### config.mk
export PLATFORM = sky130hd
export DESIGN_NAME = axi_multi_chan_logger
export DESIGN_NICKNAME = d
export VERILOG_FILES = /design/src/rtl/axi_multi_chan_logger.sv
export SDC_FILE = /design/constraint.sdc
export NUM_CORES = 1
export LEC_CHECK = 0
export BUFFER_PORTS_ARGS = -buffer_cell sky130_fd_sc_hd__buf_2
export CAP_MARGIN = 10
export CORE_ASPECT_RATIO = 0.7
export CORE_MARGIN = 3
export CORE_UTILIZATION = 50
export DETAILED_ROUTE_END_ITERATION = 8
export MAX_ROUTING_LAYER = met4
export PLACE_DENSITY_LB_ADDON = 0.25
export RECOVER_POWER = 100
export SYNTH_ARGS = -nofsm -noshare
export SYNTH_HDL_FRONTEND = slang
export SYNTH_SLANG_ARGS = --single-unit
### constraint.sdc
create_clock -name Clk_CI -period 3.27 [get_ports Clk_CI]
set_clock_uncertainty 0.05 [all_clocks]
set_input_delay 0.981 -clock Clk_CI [delete_from_list [all_inputs] [get_ports Clk_CI]]
set_output_delay 0.981 -clock Clk_CI [all_outputs]
set_load 0.05 [all_outputs]
### src/rtl/axi_multi_chan_logger.sv
// Snoops NUM_CH AXI address channels and logs each handshake {ch, id, len, addr, ts} to a BRAM write port.
// Latency: capture at edge N, earliest BRAM write in cycle N+1; one write per cycle, round-robin across channels.
// No backpressure to AXI: a handshake hitting a still-full capture buffer, or arriving while FULL, is counted as a drop.
module axi_multi_chan_logger #(
    parameter int NUM_CH          = 2,
    parameter int AXI_ID_BITW     = 8,
    parameter int AXI_ADDR_BITW   = 32,
    parameter int AXI_LEN_BITW    = 8,
    parameter int TIMESTAMP_BITW  = 32,
    parameter int NUM_LOG_ENTRIES = 16384,
    parameter int FULL_MARGIN     = 1024,
    parameter int CH_BITW         = (NUM_CH > 1) ? $clog2(NUM_CH) : 1,
    parameter int ENTRY_BITW      = TIMESTAMP_BITW + AXI_ADDR_BITW + AXI_LEN_BITW + AXI_ID_BITW + CH_BITW
) (
    input  logic                               Clk_CI,
    input  logic                               Rst_RBI,
    input  logic [NUM_CH-1:0]                  AxiValid_SI,
    input  logic [NUM_CH-1:0]                  AxiReady_SI,
    input  logic [NUM_CH*AXI_ID_BITW-1:0]      AxiId_DI,
    input  logic [NUM_CH*AXI_ADDR_BITW-1:0]    AxiAddr_DI,
    input  logic [NUM_CH*AXI_LEN_BITW-1:0]     AxiLen_DI,
    input  logic [NUM_CH-1:0]                  ChEnable_SI,
    input  logic                               RingMode_SI,
    input  logic                               Clear_SI,
    output logic                               Full_SO,
    output logic                               AlmostFull_SO,
    output logic                               Wrapped_SO,
    output logic                               Busy_SO,
    output logic [$clog2(NUM_LOG_ENTRIES)-1:0] WrPtr_DO,
    output logic [15:0]                        DropCnt_DO,
    output logic                               MemEn_SO,
    output logic                               MemWe_SO,
    output logic [$clog2(NUM_LOG_ENTRIES)-1:0] MemAddr_DO,
    output logic [ENTRY_BITW-1:0]              MemWrData_DO
);

    localparam int PTR_BITW = $clog2(NUM_LOG_ENTRIES);
    localparam logic [PTR_BITW-1:0] LAST_IDX = PTR_BITW'(NUM_LOG_ENTRIES - 1);
    localparam logic [PTR_BITW-1:0] AF_IDX   = PTR_BITW'(NUM_LOG_ENTRIES - FULL_MARGIN);

    typedef enum logic [1:0] {ST_LOG, ST_FULL, ST_CLEAR} state_e;

    state_e                    state_q;
    logic [TIMESTAMP_BITW-1:0] ts_q;
    logic [PTR_BITW-1:0]       wr_ptr_q;
    logic [15:0]               drop_cnt_q;
    logic                      wrapped_q;
    logic [CH_BITW-1:0]        rr_q;
    logic [NUM_CH-1:0]         buf_vld_q;
    logic [ENTRY_BITW-1:0]     buf_dat_q [NUM_CH];

    logic [NUM_CH-1:0]  hs, grant, load, drop;
    logic               found, wr_en, last_wr, go_full;
    logic [CH_BITW-1:0] grant_idx, cand;
    int                 idx;
    logic [16:0]        drop_sum;
    logic [15:0]        drop_cnt_d;
    logic [ENTRY_BITW-1:0] mem_dat;

    assign hs      = AxiValid_SI & AxiReady_SI & ChEnable_SI;
    assign last_wr = wr_en && (wr_ptr_q == LAST_IDX);
    assign go_full = last_wr && !RingMode_SI;

    // Round-robin pick among full buffers, searching from last grant + 1; clear pre-empts the write
    always_comb begin
        found     = 1'b0;
        grant_idx = rr_q;
        cand      = '0;
        idx       = 0;
        for (int i = 1; i <= NUM_CH; i++) begin
            idx = int'(rr_q) + i;
            if (idx >= NUM_CH) idx = idx - NUM_CH;
            cand = CH_BITW'(idx);
            if (!found && buf_vld_q[cand]) begin
                found     = 1'b1;
                grant_idx = cand;
            end
        end
        wr_en = found && (state_q == ST_LOG) && !Clear_SI;
        grant = '0;
        if (wr_en) grant[grant_idx] = 1'b1;
    end

    // Capture into a free (or same-cycle draining) buffer, otherwise count a drop; FULL drops everything
    always_comb begin
        load = '0;
        drop = '0;
        if (!Clear_SI && state_q == ST_LOG) begin
            for (int c = 0; c < NUM_CH; c++) begin
                if (hs[c]) begin
                    if (buf_vld_q[c] && !grant[c]) drop[c] = 1'b1;
                    else                           load[c] = 1'b1;
                end
            end
        end else if (!Clear_SI && state_q == ST_FULL) begin
            drop = hs;
        end
        drop_sum = {1'b0, drop_cnt_q};
        for (int c = 0; c < NUM_CH; c++) drop_sum = drop_sum + 17'(drop[c]);
        drop_cnt_d = drop_sum[16] ? 16'hFFFF : drop_sum[15:0];
    end

    // Main FSM: logging, stop-on-full, and the zeroing sweep that reuses the write pointer as its address
    always_ff @(posedge Clk_CI or negedge Rst_RBI) begin
        if (!Rst_RBI) begin
            state_q    <= ST_LOG;
            ts_q       <= '0;
            wr_ptr_q   <= '0;
            drop_cnt_q <= '0;
            wrapped_q  <= 1'b0;
            rr_q       <= '0;
            buf_vld_q  <= '0;
            for (int c = 0; c < NUM_CH; c++) buf_dat_q[c] <= '0;
        end else begin
            ts_q <= (Clear_SI || state_q == ST_CLEAR) ? '0 : ts_q + 1'b1;
            case (state_q)
                ST_LOG, ST_FULL: begin
                    if (Clear_SI) begin
                        state_q    <= ST_CLEAR;
                        wr_ptr_q   <= '0;
                        drop_cnt_q <= '0;
                        wrapped_q  <= 1'b0;
                        buf_vld_q  <= '0;
                    end else begin
                        drop_cnt_q <= drop_cnt_d;
                        if (wr_en) begin
                            wr_ptr_q <= wr_ptr_q + 1'b1;
                            rr_q     <= grant_idx;
                            if (last_wr && RingMode_SI) wrapped_q <= 1'b1;
                        end
                        for (int c = 0; c < NUM_CH; c++) begin
                            if (load[c]) begin
                                buf_dat_q[c] <= {CH_BITW'(c),
                                                 AxiId_DI[c*AXI_ID_BITW +: AXI_ID_BITW],
                                                 AxiLen_DI[c*AXI_LEN_BITW +: AXI_LEN_BITW],
                                                 AxiAddr_DI[c*AXI_ADDR_BITW +: AXI_ADDR_BITW],
                                                 ts_q};
                            end
                        end
                        buf_vld_q <= go_full ? '0 : ((buf_vld_q & ~grant) | load);
                        if (go_full) state_q <= ST_FULL;
                    end
                end
                ST_CLEAR: begin
                    wr_ptr_q <= wr_ptr_q + 1'b1;
                    if (wr_ptr_q == LAST_IDX) state_q <= ST_LOG;
                end
                default: state_q <= ST_LOG;
            endcase
        end
    end

    // Sweep writes zeros; otherwise the granted buffer goes out in the same cycle
    always_comb begin
        mem_dat = '0;
        if (state_q != ST_CLEAR) mem_dat = buf_dat_q[grant_idx];
    end

    assign Full_SO       = (state_q == ST_FULL);
    assign Busy_SO       = (state_q == ST_CLEAR);
    assign AlmostFull_SO = (wr_ptr_q >= AF_IDX) || (state_q == ST_FULL);
    assign Wrapped_SO    = wrapped_q;
    assign WrPtr_DO      = wr_ptr_q;
    assign DropCnt_DO    = drop_cnt_q;
    assign MemWe_SO      = wr_en || (state_q == ST_CLEAR);
    assign MemEn_SO      = MemWe_SO;
    assign MemAddr_DO    = wr_ptr_q;
    assign MemWrData_DO  = mem_dat;

endmodule

; ---- After elaboration in Yosys (flattened, before gate mapping)
; Index checks and enable logic that the tools add are counted.
[classes]
n_addsub = 8
order_cmp = 8
n_eq_ne = 7
n_mux = 43
bitwise = 7
reduce_logical = 30
[op_table]
columns = op, n
row1 = two-way mux 81 bit, 4
row2 = adder 32 x 1 -> 32 bit (second input constant), 1
row3 = two-way mux 16 bit, 2
row4 = two-way mux 32 bit, 1
row5 = two-way mux 14 bit, 2
row6 = case mux 14 bit (2 select lines), 1
row7 = two-way mux 1 bit, 22
row8 = two-way mux 2 bit, 9
row9 = adder 16 x 1 -> 17 bit, 1
row10 = adder 17 x 1 -> 17 bit, 1
row11 = adder 14 x 1 -> 14 bit (second input constant), 1
row12 = equality test 14 bit (second input constant), 1
row13 = >= comparator 14 bit (second input constant), 1
row14 = AND reduction 3 bit, 4
row15 = logical AND 1 bit, 11
row16 = bitwise AND 2 bit, 3
row17 = < comparator 1 x 2 -> 1 bit (second input constant), 3
row18 = inequality test 3 bit (second input constant), 2
row19 = nonzero test 2 bit, 3
row20 = logical NOT 1 bit, 5
row21 = >= comparator 2 bit (second input constant), 2
row22 = case mux 2 bit (2 select lines), 1
row23 = AND reduction 2 bit, 2
row24 = adder 1 x 2 -> 3 bit (second input constant), 1
row25 = 16 further kinds, 19
[totals]
register_bits = 229
inputBits = 106
word_cells = 112

; ---- Logic depth before layout (Yosys ltp)
; Gate-level depths: netlist of the first run.
[depth]
word_depth = 23
depth_mapped = 12
ltp_nobuf = 11

; ---- Worst setup path before layout of the first run
; Ideal clock, no wire load.
[synth_path]
path_kind = input port to output port
startpoint = input port Clear_SI
endpoint = output port MemWe_SO
arrival_time_ns = 3.202
t_required_ns = 2.239
path_slack_ns = -0.963
cell_stages = 4
cell_sequence = or2_1 buf_2 o31ai_1 buf_4
[synth_via]
elab_chain_len = 3
[synth_rtl]
columns = element, line
row1 = start: declaration, 24  ; input logic Clear_SI,
row2 = logical NOT 1 bit, 79  ; wr_en = found && (state_q == ST_LOG) && !Clear_SI;
row3 = logical AND 1 bit, 79
row4 = logical OR 1 bit, 165  ; assign MemWe_SO = wr_en || (state_q == ST_CLEAR);
row5 = end: declaration, 32  ; output logic MemWe_SO,
; No other way between the ends.

; ---- Worst setup path in the final report of the first run
[layout_path]
startpoint = input port Clear_SI
endpoint = output port MemEn_SO
[layout_via]
elab_chain_len = 3
[layout_rtl]
columns = element, line
row1 = logical NOT 1 bit, 79
row2 = logical AND 1 bit, 79
row3 = logical OR 1 bit, 165
row4 = end: declaration, 31  ; output logic MemEn_SO,
; No other way between the ends.

==> reports/qor.txt, run 1 <==
Status = finished with violations
Violations in the final reports = max-capacitance violations, max-slew violations
Per-instance average area after synthesis = 10.8 um^2
Die X = 184 um
Setup-failing EPs final = 0
Placed Cells incl. Taps = 1,509
Synth Area in Adders = 0.517%
Share of the yosys chip area belonging to registers = 51.4%
Post-layout minimum cycle time = 3.20 ns
Initial detailed-routing violation count = 527
Post-Synthesis Cells = 1,034
Number of I/O port buffers = 236
Synthesized-area fraction occupied by xor and xnor cells = 0.865%
H-tree depth = 1
Vias in the first global route = 8,373
GRT Overall Usage = 24.1%
Top achievable clock speed = 312 MHz
DRC errors left = 0
Routability congestion estimate = 0.861
Synthesized Nets = 1,144
Core area = 21,800 um^2
Most frequent cells in the layout = 226 x sky130_fd_sc_hd__dfrtp_1, 185 x sky130_fd_sc_hd__nand2_1, 143 x sky130_fd_sc_hd__mux2_2
Number of enable-type register cells in the synthesized netlist = 0
Number of cell rows = 45
Post-synthesis compound-gate area fraction = 9.94%
Non-Filler Instances = 1,558
Number of I/O pins = 237
Leading cell type in the layout, fill and taps excluded = sky130_fd_sc_hd__dfrtp_1
WL final = 29,500 um
Yosys warning count = 0
Dominant register cell in the synthesized netlist = sky130_fd_sc_hd__dfrtp_1
Final standard cell area without fillers = 13,600 um^2
Multiplexer share of the synthesized area = 16.6%
CTS Sinks = 229
Final core utilization = 62.2%
Router iterations before antenna repair = 5
Share of final-layout standard cells stronger than drive strength 1 = 34.0%
Worst Setup Start Kind = input port
Uppermost layer routed = met4
Worst setup EP type = primary output
DIE AREA = 24,100 um^2
CTS Buf Count = 24
Clock slew seen by the registers of the worst setup and hold paths = 0.06 ns
Initial antenna violation count = 1
Vias per Instance = 5.66
Effective utilization at floorplan = 51.1%
Worst relative slew slack = -29.0%
Post-layout nets = 1,368
Tcrit/Tclk final = 98.0%
FF+latch count, synth = 229
Worst-case clock buffer depth = 3
Share of synthesized cell area in and, or, nand and nor gates = 15.4%
Count of unique library cells instantiated by Yosys = 64
Worst Path Required = 2.24 ns
Pins Over Slew Limit = 77
First-pass GRT wire length = 45,300 um
Largest fanout on the critical path = 4
Tightest Hold Check Type = flop to flop
Via total after detailed routing = 8,813
Per-cell routed wire length = 18.9 um
Total met2 wirelength after detailed routing = 13,100 um
Clk_lat worst skew = 0.51 ns
Count of antenna-violating nets left after detailed routing = 0
Combinational family with the most area after synthesis = multiplexers
CTS tree = built
Endpoints failing hold = 0
Maximum number of pins on one net before global-route repair = 78
Detail Route met3 WL = 2080 um
Cell at the root of the clock tree = sky130_fd_sc_hd__clkbuf_16
Die height = 131 um
Post-DP Area = 12,600 um^2
Detail Placement HPWL = 18,700 um
Number of max-cap violations = 1
Leakage power summed over all cells = 6.29 nW
Cell area after technology mapping = 11,100 um^2
Area added between synthesis and finish = 21.7%
Proportion of synthesized flip-flops having asynchronous set or reset = 100%
Total power divided by cell area = 622 nW/um^2
Worst setup path category = input port to primary output
Arrival time of data at the critical path endpoint = 2.17 ns
Met1 routed wirelength after detailed routing = 13,600 um
Worst-case vdd ir drop = 0.000421 V
Worst-margin pin slew = 1.93 ns
Total grt overflow = 0
==> synth_stat cells, drive strengths merged, types with 2 or more instances <==
library cell | n | share of area [%]
a41oi | 4 | 0.31
a21oi | 114 | 5.1
nand3 | 19 | 1.1
nor2 | 27 | 0.91
nand2 | 186 | 6.3
and4 | 9 | 0.71
nand4 | 21 | 1.4
or3 | 10 | 0.56
a311oi | 3 | 0.24
ha | 3 | 0.34
mux2 | 161 | 16
nor3 | 9 | 0.55
and2 | 7 | 0.39
a31oi | 8 | 0.45
buf | 62 | 4.0
nand3b | 2 | 0.13
o31ai | 18 | 1.2
xor2 | 10 | 0.79
a21o | 2 | 0.13
or4 | 17 | 1.1
a211oi | 4 | 0.27
dfrtp | 229 | 51
o21a | 7 | 0.47
nor4 | 9 | 0.83
and3 | 10 | 0.56
o21ai | 17 | 0.76
nand2b | 5 | 0.28
inv | 12 | 0.40
or2 | 2 | 0.11
clkbuf | 22 | 0.74
mux2i | 4 | 0.36
nor2b | 3 | 0.17
==> cells by family (layout without fill, tap and decap cells) <==
group | after synthesis | after routing
compound gates | 189 | 189
xor+xnor | 11 | 11
fa+ha+maj | 4 | 4
buf+inv | 96 | 337
flops | 229 | 229
mux | 165 | 165
other cells | 0 | 1
simple gates | 340 | 340
==> routing by layer <==
| metal | GRT usage [%] | up-vias |
|---|---|---|
| met1 | 33.7 | 4326 |
| met4 | 6.49 | 0 |
| met2 | 36.0 | 304 |
| met5 | - | - |
| li1 | - | 4131 |
| met3 | 5.26 | 52 |
==> registers in the layout, summed over array words and instances (netlist names) <==
signal / flops
DropCnt_DO: 16
MemAddr_DO: 14
Wrapped_SO: 1
buf_dat_q: 161
buf_vld_q: 2
rr_q: 1
state_q: 2
ts_q: 32
==> worst max-delay path, stage by stage <==
cell,delay [ns]
sky130_fd_sc_hd__clkbuf_1,0.08
sky130_fd_sc_hd__or2_0,0.26
sky130_fd_sc_hd__buf_4,0.19
sky130_fd_sc_hd__o31ai_4,0.33
sky130_fd_sc_hd__buf_2,0.33
==> worst paths after layout <==
| path | startpoint | slack, ns | to | depth (start not counted) |
|---|---|---|---|---|
| setup / recovery | Clear_SI | 0.07 | MemEn_SO | 5 |
| min in group asynchronous | Rst_RBI | 0.97 | buf_dat_q[35]$_DFFE_PN0P_ | 1 |
| max in group asynchronous | Rst_RBI | 0.47 | buf_dat_q[10]$_DFFE_PN0P_ | 2 |
| hold reg to reg | buf_dat_q[80]$_DFFE_PN0P_ | 0.42 | buf_dat_q[80]$_DFFE_PN0P_ | 1 |
| hold / removal | buf_dat_q[80]$_DFFE_PN0P_ | 0.42 | buf_dat_q[80]$_DFFE_PN0P_ | 1 |
| setup reg to reg | rr_q$_DFFE_PN0P_ | 0.21 | DropCnt_DO[13]$_DFFE_PN0N_ | 11 |
==> through the flow <==
step	hold slack, ns	TNS [ns]	power (mW)	worst slack (ns)
3_3_place_gp	0.392	-1.04	5.26	-0.146
6_report	0.416	0	8.43	0.0658
3_5_place_dp	0.395	-1.98	5.30	-0.184
5_1_grt	0.449	-0.0258	8.80	-0.0258
2_1_floorplan	0.375	-0.492	4.72	-0.122
4_1_cts	0.413	-0.0666	8.41	-0.0218
==> power by group <==
| part | internal [mW] | switching (mW) | total [mW] |
|---|---|---|---|
| sequential | 3.15 | 0.235 | 3.39 |
| combinational | 0.705 | 1.43 | 2.14 |
| clock | 1.79 | 1.11 | 2.90 |
==> area by class of cell <==
class / count / area (um^2)
Clock buffer: 36 / 737
Multi-Input combinational cell: 709 / 4850
Fill cell: 1852 / 8230
Tap cell: 282 / 353
Timing Repair Buffer: 282 / 1720
Inverter: 12 / 50.0
Clock inverter: 7 / 113
Antenna cell: 1 / 2.50
Sequential cell: 229 / 5730
==> repair_timing <==
item                                    in CTS  in global routing
setup buffers                                0                  1
endpoints found under the setup margin      76                 85
hold buffers                                 0                  0
gates cloned                                 2                  2
gates resized for setup                     45                 11
pin swaps                                    0                  2
No activity file was read; power rests on OpenSTA's default activity.
==> inputs of run 2 (changes only) <==
- BUFFER_PORTS_ARGS: -buffer_cell sky130_fd_sc_hd__buf_2 -> -buffer_cell sky130_fd_sc_hd__buf_4
==> run 2 against run 1 <==
The run still ends with max-capacitance violations, max-slew violations left. Final cell count fell by 0.64%. Global-route usage rose by 0.40 points. Non-clock buffer count fell by 11. Clock-buffer cell count fell by 4. Register-to-register slack got worse by 0.04 ns. Die area did not move. Total power rose by 2.2%. Worst hold slack barely moved. Sequential power barely moved. Largest power group unchanged. Highest routed layer unchanged.
==> reports/qor.txt, run 2 (same netlist as run 1, synthesis figures left out) <==
Post-route setup TNS = 0 ns
Die X = 184 um
Number of max-cap violations = 1
Setup slack of the worst register-to-register path = 0.17 ns
Leakage power summed over all cells = 6.57 nW
Tcrit/Tclk final = 97.5%
Slowest Stage Delay on Critical Path = 0.37 ns
Largest fanout on the critical path = 5
Number of cell rows = 45
Clk_lat worst skew = 0.51 ns
Pins Over Slew Limit = 50
Endpoints failing hold = 0
Leading cell type in the layout, fill and taps excluded = sky130_fd_sc_hd__buf_4
Total power = 8.61 mW
Worst Hold Depth = 1
Most frequent cell on the critical path = sky130_fd_sc_hd__buf_4
Count of hold buffers inserted by post-cts repair = 0
Final worst slack = 0.0807 ns
Core area = 21,800 um^2
Maximum number of pins on one net before global-route repair = 69
Post-layout minimum cycle time = 3.19 ns
DRC errors left = 0
Total grt overflow = 0
Crit path max-delay family = buffers and inverters
Post-DP Area = 13,200 um^2
Reg-to-Reg End = DropCnt_DO[9]$_DFFE_PN0N_
Worst-path cell chain = buf_4, or2_1, buf_4, o31ai_4, buf_4
Count of antenna-violating nets left after detailed routing = 0
Most frequent cells in the layout = 254 x sky130_fd_sc_hd__buf_4, 228 x sky130_fd_sc_hd__dfrtp_1, 185 x sky130_fd_sc_hd__nand2_1
Unrepaired setup endpoints after global routing = yes
Number of I/O pins = 237
Router iterations before antenna repair = 5
Worst slack, placed = -0.197 ns
Clock slew seen by the registers of the worst setup and hold paths = 0.06 ns
Part of the total power dissipated in the clock network = 35.6%
Vias in the first global route = 8,533
Beginning of the worst register-to-register path = rr_q$_DFFE_PN0P_
Worst-case vdd ir drop = 0.000445 V
GRT Overall Usage = 24.5%
Per-cell routed wire length = 19.0 um
Worst setup EP type = primary output
Number of inserted filler cells in the final layout = 1,758
CTS Sinks = 229
Worst setup path category = input port to primary output
Top achievable clock speed = 314 MHz
Setup-failing EPs final = 0
Share of final-layout standard cells stronger than drive strength 1 = 37.4%
Number of I/O port buffers = 236
Internal power consumption = 5.84 mW
Routability congestion estimate = 0.847
Start point of the worst hold path = buf_dat_q[80]$_DFFE_PN0P_
Die height = 131 um
Final core utilization = 64.6%
Total met2 wirelength after detailed routing = 13,300 um
Final standard cell area without fillers = 14,100 um^2
Worst relative slew slack = -51.4%
Area added between synthesis and finish = 26.4%
CTS Buf Count = 24
Violations in the final reports = max-capacitance violations, max-slew violations
Via total after detailed routing = 8,847
Worst Path Required = 2.24 ns
Worst Setup Start Kind = input port
Initial antenna violation count = 1
Hold Path End = buf_dat_q[80]$_DFFE_PN0P_
Total power divided by cell area = 612 nW/um^2
Largest register by flop count = buf_dat_q
Switching power = 2.78 mW
Initial detailed-routing violation count = 574
Effective utilization at floorplan = 51.1%
CTS tree = built
Detail Placement HPWL = 18,800 um
Proportion of power drawn by combinational gates = 25.0%
DIE AREA = 24,100 um^2
Max reg flops = 161
Switching Fraction = 32.2%
Worst-case clock buffer depth = 3
Post-layout nets = 1,357
Arrival time of data at the critical path endpoint = 2.16 ns
WL final = 29,400 um
Reg power frac = 39.4%
Worst-margin pin slew = 2.27 ns
Detail Route met3 WL = 2210 um
H-tree depth = 1
First-pass GRT wire length = 46,200 um
Cell type of the slowest stage on the worst timing path = sky130_fd_sc_hd__o31ai_4
Status = finished with violations
Tightest Hold Check Type = flop to flop
R2R depth = 12
Met1 routed wirelength after detailed routing = 13,400 um
Uppermost layer routed = met4
Vias per Instance = 5.72
Cell at the root of the clock tree = sky130_fd_sc_hd__clkbuf_16
Count of buffer and inverter cells on the critical path = 3
run 2: through the flow:
| stage | std cells | hold WS (ns) |
|---|---|---|
| detailed placement | 1500 | 0.398 |
| global route | 1548 | 0.450 |
| floorplan | 1034 | 0.375 |
| CTS | 1546 | 0.325 |
| finish | 1548 | 0.416 |
| global placement | 1500 | 0.392 |
run 2: final cells by class:
| cell class | instances | area (um^2) | share of cell area [%] |
|---|---|---|---|
| Clock inverter | 12 | 198 | 1.40 |
| Tap cell | 282 | 353 | 2.51 |
| Inverter | 12 | 45.0 | 0.320 |
| Antenna cell | 1 | 2.50 | 0.0178 |
| Multi-Input combinational cell | 709 | 4840 | 34.4 |
| Timing Repair Buffer | 271 | 2200 | 15.6 |
| Clock buffer | 32 | 712 | 5.06 |
| Sequential cell | 229 | 5730 | 40.7 |
run 2: worst max path at each step:
| stage | startpoint | endpoint | slack (ns) | cells past startpoint |
|---|---|---|---|---|
| 2_1_floorplan | Clear_SI | DropCnt_DO[4]$_DFFE_PN0N_ | -0.12 | 10 |
| 3_3_place_gp | Clear_SI | DropCnt_DO[12]$_DFFE_PN0N_ | -0.14 | 11 |
| 3_5_place_dp | Clear_SI | DropCnt_DO[9]$_DFFE_PN0N_ | -0.20 | 11 |
| 4_1_cts | buf_vld_q[1]$_DFFE_PN0N_ | MemWrData_DO[4] | 0.004 | 5 |
| 5_1_grt | rr_q$_DFFE_PN0P_ | DropCnt_DO[4]$_DFFE_PN0N_ | -0.004 | 11 |
| 6_report | Clear_SI | MemEn_SO | 0.08 | 5 |
run 2: routing by layer:
layer | up-vias | global-route usage, %
li1 | 4097 | -
met1 | 4441 | 34.0
met2 | 274 | 38.0
met3 | 35 | 5.37
met4 | 0 | 4.22
met5 | - | -
run 2: timing repair:
item	4_1_cts	5_1_grt
pin swaps	0	1
setup endpoints to repair	6	51
gates resized for setup	1	4
buffers inserted	0	1
cloned	2	0
run 2: power groups by stage:
stage,clock network (mW),registers (mW),logic (mW)
after floorplan,0,3.52,1.20
after global placement,0,3.42,1.94
after detailed placement,0,3.44,1.97
after CTS,3.13,3.39,2.17
after global routing,3.25,3.43,2.30
final,3.07,3.39,2.15
